$ cat config.mk
export PLATFORM = sky130hd
export DESIGN_NAME = hazard_scoreboard
export DESIGN_NICKNAME = d
export VERILOG_FILES = /design/src/rtl/hazard_scoreboard.sv
export SDC_FILE = /design/constraint.sdc
export NUM_CORES = 1
export LEC_CHECK = 0
export CAP_MARGIN = 15
export CELL_PAD_IN_SITES_DETAIL_PLACEMENT = 1
export CELL_PAD_IN_SITES_GLOBAL_PLACEMENT = 1
export CORE_MARGIN = 10
export CORE_UTILIZATION = 36
export DETAILED_ROUTE_END_ITERATION = 8
export GPL_TIMING_DRIVEN = 0
export PLACE_DENSITY_LB_ADDON = 0.15
export REMOVE_ABC_BUFFERS = 1
export SYNTH_ARGS = -nofsm -noshare
export SYNTH_HDL_FRONTEND = slang
export SYNTH_SLANG_ARGS = --single-unit
$ cat constraint.sdc
create_clock -name clk -period 3.55 [get_ports clk]
set_input_delay 0.71 -clock clk [delete_from_list [all_inputs] [get_ports clk]]
set_output_delay 0.71 -clock clk [all_outputs]
set_load 0.005 [all_outputs]
$ cat src/rtl/hazard_scoreboard.sv
// Pipeline hazard scoreboard: load-use interlock against the load in EX and a
// single outstanding multi-cycle mul/div tracked by a two-state FSM.
`ifndef REG_LOG
`define REG_LOG 5
`endif

module hazard_scoreboard #(
  parameter int REG_LOG = `REG_LOG,
  parameter int CNT_W   = 32
) (
  input  logic                 clk,
  input  logic                 rst,
  input  logic                 id_valid,
  input  logic                 flush,
  input  logic [REG_LOG*3-1:0] rs_ID,
  input  logic [2:0]           rs_used_ID,
  input  logic [REG_LOG-1:0]   rd_ID,
  input  logic                 REG_write_ID,
  input  logic                 ld_ID,
  input  logic                 md_ID,
  input  logic                 md_done,
  output logic                 stall,
  output logic [1:0]           stall_cause,
  output logic                 md_busy,
  output logic [CNT_W-1:0]     stall_cycles
);

  typedef enum logic [0:0] {
    IDLE    = 1'b0,
    MD_BUSY = 1'b1
  } md_state_t;

  md_state_t            state_r, state_next_s;
  logic [REG_LOG-1:0]   md_rd_r, md_rd_next_s;
  logic                 ld_v_ex_r, ld_v_ex_next_s;
  logic [REG_LOG-1:0]   ld_rd_ex_r, ld_rd_ex_next_s;
  logic [CNT_W-1:0]     stall_cycles_r;

  logic                 issue_s;
  logic                 ld_use_s;
  logic                 md_raw_s;
  logic                 md_struct_s;
  logic                 stall_s;
  logic [1:0]           cause_s;

  // Register 0 never matches, so it can never create a dependency.
  function automatic logic src_match(input logic [REG_LOG*3-1:0] rs,
                                     input logic [2:0]           used,
                                     input logic [REG_LOG-1:0]   x);
    logic hit;
    hit = 1'b0;
    for (int i = 0; i < 3; i++) begin
      hit = hit | (used[i] & (rs[REG_LOG*(3-i)-1 -: REG_LOG] == x) & (|x));
    end
    return hit;
  endfunction

  // Hazard detection, stall decision and cause encoding.
  always_comb begin
    ld_use_s    = ld_v_ex_r & src_match(rs_ID, rs_used_ID, ld_rd_ex_r);
    md_raw_s    = 1'b0;
    md_struct_s = 1'b0;
    if (state_r == MD_BUSY) begin
      md_raw_s    = src_match(rs_ID, rs_used_ID, md_rd_r)
                  | (REG_write_ID & (|md_rd_r) & (rd_ID == md_rd_r));
      md_struct_s = md_ID;
    end else begin
      md_raw_s    = 1'b0;
      md_struct_s = 1'b0;
    end
    stall_s = id_valid & ~flush & (ld_use_s | md_raw_s | md_struct_s);
    issue_s = id_valid & ~flush & ~stall_s;
    if (!stall_s) begin
      cause_s = 2'b00;
    end else if (ld_use_s) begin
      cause_s = 2'b01;
    end else if (md_raw_s) begin
      cause_s = 2'b10;
    end else begin
      cause_s = 2'b11;
    end
  end

  // Mul/div FSM next state; md_done is only meaningful while busy.
  always_comb begin
    state_next_s = state_r;
    md_rd_next_s = md_rd_r;
    case (state_r)
      IDLE: begin
        if (issue_s && md_ID) begin
          state_next_s = MD_BUSY;
          md_rd_next_s = REG_write_ID ? rd_ID : {REG_LOG{1'b0}};
        end else begin
          state_next_s = IDLE;
        end
      end
      MD_BUSY: begin
        if (md_done) begin
          state_next_s = IDLE;
        end else begin
          state_next_s = MD_BUSY;
        end
      end
      default: begin
        state_next_s = IDLE;
        md_rd_next_s = {REG_LOG{1'b0}};
      end
    endcase
  end

  // Load-in-EX tracking: any cycle without a qualifying load issue is a bubble.
  always_comb begin
    ld_rd_ex_next_s = ld_rd_ex_r;
    if (issue_s && ld_ID && REG_write_ID && (|rd_ID)) begin
      ld_v_ex_next_s  = 1'b1;
      ld_rd_ex_next_s = rd_ID;
    end else begin
      ld_v_ex_next_s  = 1'b0;
    end
  end

  // FSM state register.
  always_ff @(posedge clk or posedge rst) begin
    if (rst) begin
      state_r <= IDLE;
    end else begin
      state_r <= state_next_s;
    end
  end

  // Tracked destinations and the wrapping stall counter.
  always_ff @(posedge clk or posedge rst) begin
    if (rst) begin
      md_rd_r        <= {REG_LOG{1'b0}};
      ld_v_ex_r      <= 1'b0;
      ld_rd_ex_r     <= {REG_LOG{1'b0}};
      stall_cycles_r <= {CNT_W{1'b0}};
    end else begin
      md_rd_r        <= md_rd_next_s;
      ld_v_ex_r      <= ld_v_ex_next_s;
      ld_rd_ex_r     <= ld_rd_ex_next_s;
      stall_cycles_r <= stall_cycles_r + {{(CNT_W-1){1'b0}}, stall_s};
    end
  end

  assign stall        = stall_s;
  assign stall_cause  = cause_s;
  assign md_busy      = (state_r == MD_BUSY);
  assign stall_cycles = stall_cycles_r;

endmodule

; Word-level counts from Yosys, hierarchy flattened
; Cells that the tools add are included.
; W data, S select, Z words.
[totals]
ff_bits = 44
input_bits = 31
[classes]
addsub = 1
n_eq_ne = 7
mux = 10
bitwise_logic = 28
reduce_logical = 8
[ops]
columns = operator, n
row1 = $eq A5 B5 Y1, 7
row2 = $add A32 B1 Y32, 1
row3 = $and A1 B1 Y1, 18
row4 = $reduce_or A5 Y1, 3
row5 = $or A1 B1 Y1, 7
row6 = $mux W1, 6
row7 = $mux W5, 1
row8 = $logic_and A1 B1 Y1, 4
row9 = $mux W2, 2
row10 = $not A1 Y1, 3
row11 = $pmux W1 S2, 1
row12 = $reduce_and A2 Y1, 1

; Logic depth before layout (Yosys ltp)
; Gate-level depths: netlist of run 1.
[depth]
depth_word = 16
depth_mapped = 12
depth_no_buf = 10

; Worst setup path before layout of run 1
; No wires, ideal clock.
[synth_path]
kind = input port to flip-flop
start = in rs_ID[7]
end = reg stall_cycles_r[22] (netlist: stall_cycles[22])
setup_time_ns = 0.124
t_arrival_ns = 2.815
required_ns = 3.426
path_slack_ns = 0.611
cell_stages = 11
path_buffers = 1
path_cell_list = xor2_1 > nor4_1 > and3_1 > nor4_1 > o21a_1 > nor2b_1 > ha_1 > ha_1 > clkbuf_1 > nand3_1 > xnor2_1
[synth_between]
elab_chain_cells = 11
elab_cells_between_ends = 17
[synth_lines]
columns = item, line
row1 = start: declaration, 15  ; input logic [REG_LOG*3-1:0] rs_ID,
row2 = $eq A5 B5 Y1, 53  ; hit = hit | (used[i] & (rs[REG_LOG*(3-i)-1 -: REG_LOG] == x) & (|x));
row3 = $and A1 B1 Y1 (2 in series), 53
row4 = $or A1 B1 Y1 (2 in series), 53
row5 = $or A1 B1 Y1, 65  ; | (REG_write_ID & (|md_rd_r) & (rd_ID == md_rd_r));
row6 = $mux W1, 63  ; if (state_r == MD_BUSY) begin
row7 = $or A1 B1 Y1 (*) (2 in series), 71  ; stall_s = id_valid & ~flush & (ld_use_s | md_raw_s | md_struct_s);
row8 = $and A1 B1 Y1 (*), 71
row9 = via stall, 22  ; output logic stall,
row10 = $add A32 B1 Y32 (*), 142  ; stall_cycles_r <= stall_cycles_r + {{(CNT_W-1){1'b0}}, stall_s};
row11 = end signal: assignment, 137  ; stall_cycles_r <= {CNT_W{1'b0}};
row12 = end signal: assignment, 142
row13 = end: declaration, 37  ; logic [CNT_W-1:0] stall_cycles_r;
; Mark *: on every way through the listed nets, which the timed path passes. The rest lies on a longest branch.
; A chain may end at the register's enable or synchronous reset.

; Worst setup path after layout of run 1
[layout_path]
start = in rd_ID[3]
end = out stall
[layout_between]
elab_chain_cells = 7
[layout_lines]
columns = item, line
row1 = start: declaration, 17  ; input logic [REG_LOG-1:0] rd_ID,
row2 = $eq A5 B5 Y1, 65
row3 = $and A1 B1 Y1, 65
row4 = $or A1 B1 Y1, 65
row5 = $mux W1, 63
row6 = $or A1 B1 Y1 (2 in series), 71
row7 = $and A1 B1 Y1, 71
row8 = end: declaration, 22
; No other way between the ends.

==> flow_metrics.env, run 1 <==
export IMPL_grt_start_max_net_pins=38
export IMPL_endpoint_kind="primary output"
export IMPL_avgRoutedWirePerCell_um=17.84
export IMPL_nets=335
export IMPL_finalCritPeriodShare_pct=98.21
export IMPL_cp_num_buf_inv=3
export IMPL_fmax_mhz=286.8
export IMPL_avgSynthCellArea_sq_um=10.12
export IMPL_cp_slowest_cell="clkdlybuf4s50_1"
export IMPL_htree_levels=2
export IMPL_tritoncts="done"
export IMPL_synth_seq_cells=44
export IMPL_grt_ovfl_total=0
export IMPL_synth_ff_type="dfrtp_1"
export IMPL_insertion_delay_ps=290
export IMPL_viasPerCell=5.087
export IMPL_arrival_ps=2780
export IMPL_final_fill_count=729
export IMPL_slew_headroom_pct=73.63
export IMPL_cp_max_fo=4
export IMPL_p_total_uw=1146
export IMPL_clkTransAtPathRegs_ps=80
export IMPL_finalHoldViolCount=0
export IMPL_dieArea_sq_um=10260
export IMPL_core_area_sq_um=6386
export IMPL_hold_path_class="reg -> reg"
export IMPL_cap_violations=0
export IMPL_fin_setup_tns_ps=0
export IMPL_tightest_slew_ps=394.3
export IMPL_syn_inst=235
export IMPL_ant_nets=0
export IMPL_power_leakage_uw=0.001467
export IMPL_yosys_cell_types_count=28
export IMPL_skew_ps=8.040
export IMPL_wirelength_um=6760
export IMPL_grt_setup_unrepaired="no"
export IMPL_die_w_um=101.3
export IMPL_drtIter0Drc=90
export IMPL_dp_hpwl_um=5169
export IMPL_critPathTopFamily="buffers and inverters"
export IMPL_layout_drive_gt1_share_pct=6.954
export IMPL_fp_row_count=29
export IMPL_diodes=0
export IMPL_finalSetupViolCount=0
export IMPL_cts_made_buffers=5
export IMPL_cp_start_kind="input port"
export IMPL_clkSinkCount=44
export IMPL_cts_root_buf="clkbuf_8"
export IMPL_async_flop_share_pct=100.0
export IMPL_grt_pass1_vias=2155
export IMPL_antenna_found_initial=0
export IMPL_critPathRequiredTime_ps=2840
export IMPL_synth_edff_count=0
export IMPL_ir_worst_vdd_v=0.0002045
export IMPL_fin_crit_ps=3487
export IMPL_maxSlewViolCount=0
export IMPL_syn_to_final_growth_pct=35.98
export IMPL_status="finished clean"
export IMPL_track_usage_pct=13.86
export IMPL_io_pins=67
export IMPL_clk_path_buf_depth=2
export IMPL_grt_pass1_wl_um=11410
export IMPL_power_density_nw_per_um2=354.3
export IMPL_floorplan_initialDensity_pct=37.25
export IMPL_die_height_um=101.3
export IMPL_yosysSeqAreaShare_pct=46.29
export IMPL_syn_area_sq_um=2379
export IMPL_finalWeightedCongestion=0.7841
export IMPL_cpPeakStageDelay_ps=490
export IMPL_worstPathCellList="dlygate4sd2_1, xor2_1, nor4_1, and3_1, nor4_4, o21a_2, nor2b_4, buf_4, clkdlybuf4s50_1"
export IMPL_io_buffer_count=66
export IMPL_vias=1928
export IMPL_ys_warnings_count=0
export IMPL_first_pass_iters=4
export IMPL_drcViolationCount=0
export IMPL_cts_hold_buf=0
export IMPL_critPathKind="in -> out"
power by group:
part / switching, uW / internal (uW) / total (uW)
clock network: 163 / 133 / 296
logic: 95.8 / 135 / 231
registers: 81.8 / 537 / 619
total: 341 / 805 / 1150
metrics by stage:
stage               cell area, sq um  utilization, %  hold slack, ps  setup WS [ps]  cells
detailed placement              3104           48.61           464.7         -466.1    369
CTS                             3198           50.08           483.0          7.515    377
finish                          3234           50.65           477.3          63.46    379
global route                    3234           50.65           516.4          7.990    379
floorplan                       2327               -           464.7          704.2    225
global placement                3084           48.30           458.9         -423.0    368
registers in the layout, summed over array words and instances (netlist names):
signal        count
ld_v_ex_r         1
ld_rd_ex_r        5
md_busy           1
md_rd_r           5
stall_cycles     32
what timing repair did:
action,CTS,global route
pin swaps,7,3
gates resized for setup,20,5
setup endpoints to repair,17,17
buffers inserted,1,2
cell usage in the layout (no fill, tap or decap), drive strengths merged:
| cell | n |
|---|---|
| dlygate4sd2 | 15 |
| o21ai | 10 |
| nor2b | 2 |
| clkdlybuf4s50 | 49 |
| dlymetal6s2s | 2 |
| ha | 2 |
| or4 | 2 |
| clkinv | 1 |
| nand4 | 7 |
| o21a | 2 |
| and4 | 3 |
| nor4 | 5 |
| nor3 | 2 |
| xor2 | 24 |
| buf | 4 |
| nand2 | 25 |
| and2 | 4 |
| nor2 | 8 |
| inv | 3 |
| o41ai | 1 |
| and3 | 16 |
| dfrtp | 44 |
| a22o | 5 |
| o22ai | 1 |
| xnor2 | 41 |
| a21oi | 1 |
| clkinvlp | 1 |
| clkbuf | 5 |
| nand3 | 17 |
worst reg2reg max path, cell delays in order, from the launching register on:
cell     delay, ps
dfrtp_1        510
xor2_1         210
nor4_1         290
and3_1         270
nor4_4          70
o21a_2         240
nor2b_4        140
buf_4          110
buf_4          100
ha_1           310
ha_2           460
nand3_1        160
xnor2_1        150
synth_stat cells (3+ instances only):
cell type,count,area share [%]
a22o_1,5,1.8
and2_1,3,0.79
and3_1,16,4.2
and4_1,3,1.1
buf_2,5,1.1
clkbuf_1,3,0.47
dfrtp_1,44,46
inv_1,3,0.47
nand2_1,25,3.9
nand3_1,15,3.2
nand4_1,7,1.8
nor2_1,8,1.3
nor4_1,5,1.3
o21ai_0,10,2.1
xnor2_1,41,15
xor2_1,24,8.8
routing by layer:
layer | track usage (%) | part of all wire, % | vias to the layer above
met5 | 0 | 0 | -
met4 | 3.323 | 0.93 | 0
met3 | 4.697 | 5.6 | 5
met2 | 22.95 | 50 | 36
met1 | 16.92 | 44 | 959
li1 | - | - | 928
area by class of cell:
| class | count | area (sq um) | area share (%) |
|---|---|---|---|
| multi-input combinational | 178 | 1255 | 38.80 |
| sequential | 44 | 1101 | 34.04 |
| timing repair buffer | 70 | 689.4 | 21.32 |
| tap | 77 | 96.34 | 2.979 |
| clock buffer | 5 | 68.82 | 2.128 |
| clock inverter | 2 | 12.51 | 0.3868 |
| inverter | 3 | 11.26 | 0.3482 |
logic make-up (layout without fill, tap and decap cells):
group	count (synthesis)	count (layout)	share of synthesized area (%)
fa+ha+maj	2	2	1.052
simple gates	91	91	20.67
xor+xnor	65	65	23.93
flops	44	44	46.29
compound gates	20	20	5.418
buf+inv	13	80	2.630
worst paths after layout:
kind / start / cells after the start / to / slack [ps]
max: rd_ID[3] / 9 / stall / 60
min: stall_cycles[31] / 1 / stall_cycles[31] / 480
max reg2reg: md_rd_r[3] / 12 / stall_cycles[22] / 410
min reg2reg: stall_cycles[31] / 1 / stall_cycles[31] / 480
max in group asynchronous: rst / 3 / ld_v_ex_r / 2470
min in group asynchronous: rst / 2 / stall_cycles[29] / 640
Power figures use the tool's default switching activity.
==> run 2, diff against run 1 <==
--- a/config.mk
+++ b/config.mk
@@ -14,6 +14,7 @@
 export GPL_TIMING_DRIVEN = 0
 export PLACE_DENSITY_LB_ADDON = 0.15
 export REMOVE_ABC_BUFFERS = 1
+export SLEW_MARGIN = 20
 export SYNTH_ARGS = -nofsm -noshare
 export SYNTH_HDL_FRONTEND = slang
 export SYNTH_SLANG_ARGS = --single-unit
==> flow_metrics.env, run 2 (same netlist as run 1, synthesis figures left out) <==
export IMPL_status="finished clean"
export IMPL_grt_start_max_net_pins=33
export IMPL_track_usage_pct=13.48
export IMPL_cp_max_fo=2
export IMPL_nets=334
export IMPL_syn_to_final_growth_pct=35.67
export IMPL_final_area_sq_um=3227
export IMPL_r2r_start="md_rd_r[3]"
export IMPL_combPwrFrac_pct=20.2
export IMPL_clkTransAtPathRegs_ps=80
export IMPL_cpPeakStageDelay_ps=500
export IMPL_switching_share_pct=30.02
export IMPL_cap_violations=0
export IMPL_floorplan_initialDensity_pct=37.25
export IMPL_viasPerCell=5.143
export IMPL_grt_pass1_vias=2173
export IMPL_cts_hold_buf=0
export IMPL_ir_worst_vdd_v=0.0001893
export IMPL_vias=1944
export IMPL_rr_worst_depth=11
export IMPL_pre_cts_slack_ps=-470.0
export IMPL_layout_drive_gt1_share_pct=6.645
export IMPL_core_area_sq_um=6386
export IMPL_dp_cells=369
export IMPL_final_fill_count=721
export IMPL_placed_area_sq_um=3104
export IMPL_io_pins=67
export IMPL_tritoncts="done"
export IMPL_finalWeightedCongestion=0.7841
export IMPL_p_total_uw=1151
export IMPL_internal_power_uw=805.3
export IMPL_seqCellArea_sq_um=1101
export IMPL_final_common_cell="clkdlybuf4s50_1"
export IMPL_power_leakage_uw=0.001460
export IMPL_io_buffer_count=66
export IMPL_arrival_ps=2720
export IMPL_worstPathCellList="clkdlybuf4s50_1, xnor2_1, and3_1, nor4_4, nor2_1, o21ai_0, and2_1, clkdlybuf4s50_1"
export IMPL_multi_input_area_sq_um=1255
export IMPL_cts_root_buf="clkbuf_8"
export IMPL_power_frac_clock_pct=26.2
export IMPL_avgRoutedWirePerCell_um=18.07
export IMPL_endpoint_kind="primary output"
export IMPL_critPathKind="in -> out"
export IMPL_finalSetupViolCount=0
export IMPL_dp_hpwl_um=5246
export IMPL_power_switching_uw=345.4
export IMPL_fin_crit_ps=3426
export IMPL_hold_path_class="reg -> reg"
export IMPL_fp_row_count=29
export IMPL_fmax_mhz=291.9
export IMPL_hold_depth=1
export IMPL_drtIter0Drc=71
export IMPL_dieArea_sq_um=10260
export IMPL_largest_register_ff_count=32
export IMPL_r2r_end="stall_cycles[28]"
export IMPL_antenna_found_initial=0
export IMPL_cp_common_cell="clkdlybuf4s50_1"
export IMPL_first_pass_iters=4
export IMPL_pwr_share_seq_pct=53.6
export IMPL_diodes=0
export IMPL_clkSinkCount=44
export IMPL_insertion_delay_ps=290
export IMPL_wirelength_um=6830
export IMPL_min_from="stall_cycles[31]"
export IMPL_die_height_um=101.3
export IMPL_hold_path_end="stall_cycles[31]"
export IMPL_skew_ps=7.397
export IMPL_slew_headroom_pct=73.72
export IMPL_reg2reg_setup_slack_ps=490
export IMPL_ant_nets=0
export IMPL_setup_ws_ps=124.1
export IMPL_mostFrequentLayoutCells="49 x clkdlybuf4s50_1, 44 x dfrtp_1, 41 x xnor2_1, 25 x nand2_1, 24 x xor2_1"
export IMPL_grt_ovfl_total=0
export IMPL_grt_setup_unrepaired="no"
export IMPL_cts_made_buffers=5
export IMPL_drcViolationCount=0
export IMPL_maxSlewViolCount=0
export IMPL_grt_pass1_wl_um=11190
export IMPL_power_density_nw_per_um2=356.6
export IMPL_cp_start_kind="input port"
export IMPL_whs_ps=477.8
export IMPL_critPathRequiredTime_ps=2840
export IMPL_htree_levels=2
export IMPL_final_cells=378
export IMPL_cp_slowest_cell="clkdlybuf4s50_1"
export IMPL_tightest_slew_ps=393.1
export IMPL_clk_path_buf_depth=2
export IMPL_finalHoldViolCount=0
export IMPL_die_w_um=101.3
export IMPL_finalCritPeriodShare_pct=96.50
run 2: changes by cell type in the layout (fill, tap and decap cells not counted), sizes merged:
cell	previous run	this run
buf	4	3
run 2: worst max-delay path, delay by kind of cell:
family	cells	cell delay (ps)
compound gates	1	140
buf+inv	2	950
simple gates	4	780
xor+xnor	1	140
run 2: power groups by stage:
stage | sequential (uW) | clock, uW | combinational [uW]
6_report | 617 | 301 | 233
5_1_grt | 625 | 342 | 258
4_1_cts | 618 | 314 | 231
3_5_place_dp | 628 | 0 | 231
3_3_place_gp | 627 | 0 | 220
2_1_floorplan | 601 | 0 | 125
run 2: how the worst max path moves through the flow:
stage	start	to	slack [ps]	cells after the start
after global placement	rd_ID[3]	stall_cycles[22]	-420	11
after global routing	rs_ID[1]	stall_cause[0]	30	8
after CTS	rs_ID[5]	stall_cause[0]	6	9
after floorplan	rs_ID[7]	stall_cycles[28]	700	10
after detailed placement	rd_ID[3]	stall_cycles[28]	-470	11
final	rs_ID[1]	stall_cause[0]	120	8
run 2: repair_timing:
action | 4_1_cts | 5_1_grt
endpoints found under the setup margin | 17 | 17
gates resized for setup | 20 | 5
cloned | 0 | 0
pin swaps | 8 | 3
setup buffers | 1 | 1
run 2: layer usage:
metal | vias up | global-route usage [%] | part of all wire (%)
met5 | - | 0 | 0
met4 | 0 | 3.859 | 1.0
met3 | 8 | 4.221 | 6.5
met2 | 47 | 22.90 | 50
met1 | 960 | 15.94 | 43
li1 | 929 | - | -
run 2: through the flow:
stage | utilization, % | setup TNS (ps)
after global routing | 50.53 | 0
after CTS | 50.08 | 0
after floorplan | - | 0
final | 50.53 | 0
after detailed placement | 48.61 | -7160
after global placement | 48.30 | -6480
run 2: final cells by class:
cell class	count	share of cell area [%]
Inverter	3	0.3490
Sequential cell	44	34.12
Tap cell	77	2.986
Timing Repair Buffer	69	21.13
Clock buffer	5	2.133
Multi-Input combinational cell	178	38.89
Clock inverter	2	0.3877
==> run 3, diff against run 2 <==
--- a/config.mk
+++ b/config.mk
@@ -12,7 +12,7 @@
 export CORE_UTILIZATION = 36
 export DETAILED_ROUTE_END_ITERATION = 8
 export GPL_TIMING_DRIVEN = 0
-export PLACE_DENSITY_LB_ADDON = 0.15
+export PLACE_DENSITY = 0.8
 export REMOVE_ABC_BUFFERS = 1
 export SLEW_MARGIN = 20
 export SYNTH_ARGS = -nofsm -noshare
==> flow_metrics.env, run 3 (same netlist as run 1, synthesis figures left out) <==
export IMPL_cp_max_fo=2
export IMPL_setup_ws_ps=-19.59
export IMPL_placed_area_sq_um=3104
export IMPL_dp_hpwl_um=5230
export IMPL_critPathRequiredTime_ps=2840
export IMPL_pre_cts_slack_ps=-391.4
export IMPL_endpoint_kind="primary output"
export IMPL_wirelength_um=6939
export IMPL_finalCritPeriodShare_pct=100.6
export IMPL_diodes=0
export IMPL_nets=334
export IMPL_cp_slowest_cell="clkdlybuf4s50_1"
export IMPL_vias=1969
export IMPL_critPathTopFamily="simple AND/OR/NAND/NOR gates"
export IMPL_cap_violations=0
export IMPL_grt_start_max_net_pins=33
export IMPL_clkSinkCount=44
export IMPL_ant_nets=0
export IMPL_hold_path_class="reg -> reg"
export IMPL_cp_start_kind="input port"
export IMPL_grt_pass1_vias=2226
export IMPL_antenna_found_initial=0
export IMPL_critPathKind="in -> out"
export IMPL_mostFrequentLayoutCells="48 x clkdlybuf4s50_1, 44 x dfrtp_1, 41 x xnor2_1, 25 x nand2_1, 24 x xor2_1"
export IMPL_die_w_um=101.3
export IMPL_cts_made_buffers=5
export IMPL_fmax_mhz=280.1
export IMPL_core_area_sq_um=6386
export IMPL_drcViolationCount=0
export IMPL_track_usage_pct=14.02
export IMPL_status="finished with violations"
export IMPL_grt_ovfl_total=0
export IMPL_ir_worst_vdd_v=0.0002538
export IMPL_clkTransAtPathRegs_ps=70
export IMPL_skew_ps=6.823
export IMPL_fin_crit_ps=3570
export IMPL_power_leakage_uw=0.001486
export IMPL_whs_ps=478.4
export IMPL_multi_input_area_sq_um=1252
export IMPL_final_core_util_pct=51.23
export IMPL_power_density_nw_per_um2=387.5
export IMPL_worstPathCellList="dlygate4sd2_1, xor2_1, nor4_2, and3_1, nor4_4, o21a_1, nor2b_2, and2_1, clkdlybuf4s50_1"
export IMPL_grt_setup_unrepaired="yes"
export IMPL_finalHoldViolCount=0
export IMPL_tritoncts="done"
export IMPL_dieArea_sq_um=10260
export IMPL_first_pass_iters=4
export IMPL_fp_row_count=29
export IMPL_tightest_slew_ps=563.1
export IMPL_finalWeightedCongestion=0.8605
export IMPL_final_fill_count=718
export IMPL_io_buffer_count=66
export IMPL_finalSetupViolCount=1
export IMPL_clk_path_buf_depth=2
export IMPL_syn_to_final_growth_pct=37.56
export IMPL_io_pins=67
export IMPL_maxSlewViolCount=0
export IMPL_viasPerCell=5.195
export IMPL_arrival_ps=2860
export IMPL_drtIter0Drc=30
export IMPL_largest_register_ff_count=32
export IMPL_p_total_uw=1268
export IMPL_layout_drive_gt1_share_pct=6.623
export IMPL_die_height_um=101.3
export IMPL_final_area_sq_um=3272
export IMPL_insertion_delay_ps=290
export IMPL_cts_root_buf="clkbuf_8"
export IMPL_failed_checks="setup timing"
export IMPL_floorplan_initialDensity_pct=37.25
export IMPL_cts_hold_buf=0
export IMPL_cpPeakStageDelay_ps=500
export IMPL_seqCellArea_sq_um=1101
export IMPL_htree_levels=2
export IMPL_cp_num_buf_inv=2
export IMPL_avgRoutedWirePerCell_um=18.31
export IMPL_final_common_cell="clkdlybuf4s50_1"
export IMPL_slew_headroom_pct=62.46
export IMPL_grt_pass1_wl_um=11560
run 3: where the power goes:
group / internal, uW / switching [uW]
combinational: 135 / 104
clock: 248 / 167
sequential: 537 / 77.5
run 3: through the flow:
| stage | TNS [ps] | std cells |
|---|---|---|
| 2_1_floorplan | 0 | 225 |
| 3_3_place_gp | -5526 | 368 |
| 3_5_place_dp | -5687 | 369 |
| 4_1_cts | 0 | 379 |
| 5_1_grt | -587.0 | 379 |
| 6_report | -19.59 | 379 |
run 3: layout make-up:
cell class	instances	share of cell area, %
Inverter	3	0.3442
Clock buffer	7	2.945
Timing Repair Buffer	69	20.92
Multi-Input combinational cell	178	38.28
Tap cell	77	2.945
Clock inverter	1	0.9178
Sequential cell	44	33.65
run 3: worst paths after layout:
| check | startpoint | end | slack, ps | depth (start not counted) |
|---|---|---|---|---|
| min in group asynchronous | rst | md_busy | 680 | 2 |
| max | rs_ID[6] | stall_cause[1] | -20 | 9 |
| min reg2reg | stall_cycles[31] | stall_cycles[31] | 480 | 1 |
| min | stall_cycles[31] | stall_cycles[31] | 480 | 1 |
| max in group asynchronous | rst | stall_cycles[17] | 2410 | 3 |
| max reg2reg | md_rd_r[1] | stall_cycles[12] | 280 | 11 |
run 3: repair_timing:
item,in CTS,in global routing
pin swaps,9,4
setup endpoints to repair,15,17
gates cloned,0,0
setup buffers,2,0
gates resized for setup,19,5
run 3: routing by layer:
layer | wire [um] | vias up | share of wire [%] | GRT usage [%]
met5 | 0 | - | 0 | 0
met4 | 133 | 0 | 1.9 | 5.466
met3 | 571 | 12 | 8.2 | 5.854
met2 | 3371 | 61 | 49 | 23.10
met1 | 2862 | 971 | 41 | 15.77
li1 | - | 925 | - | -
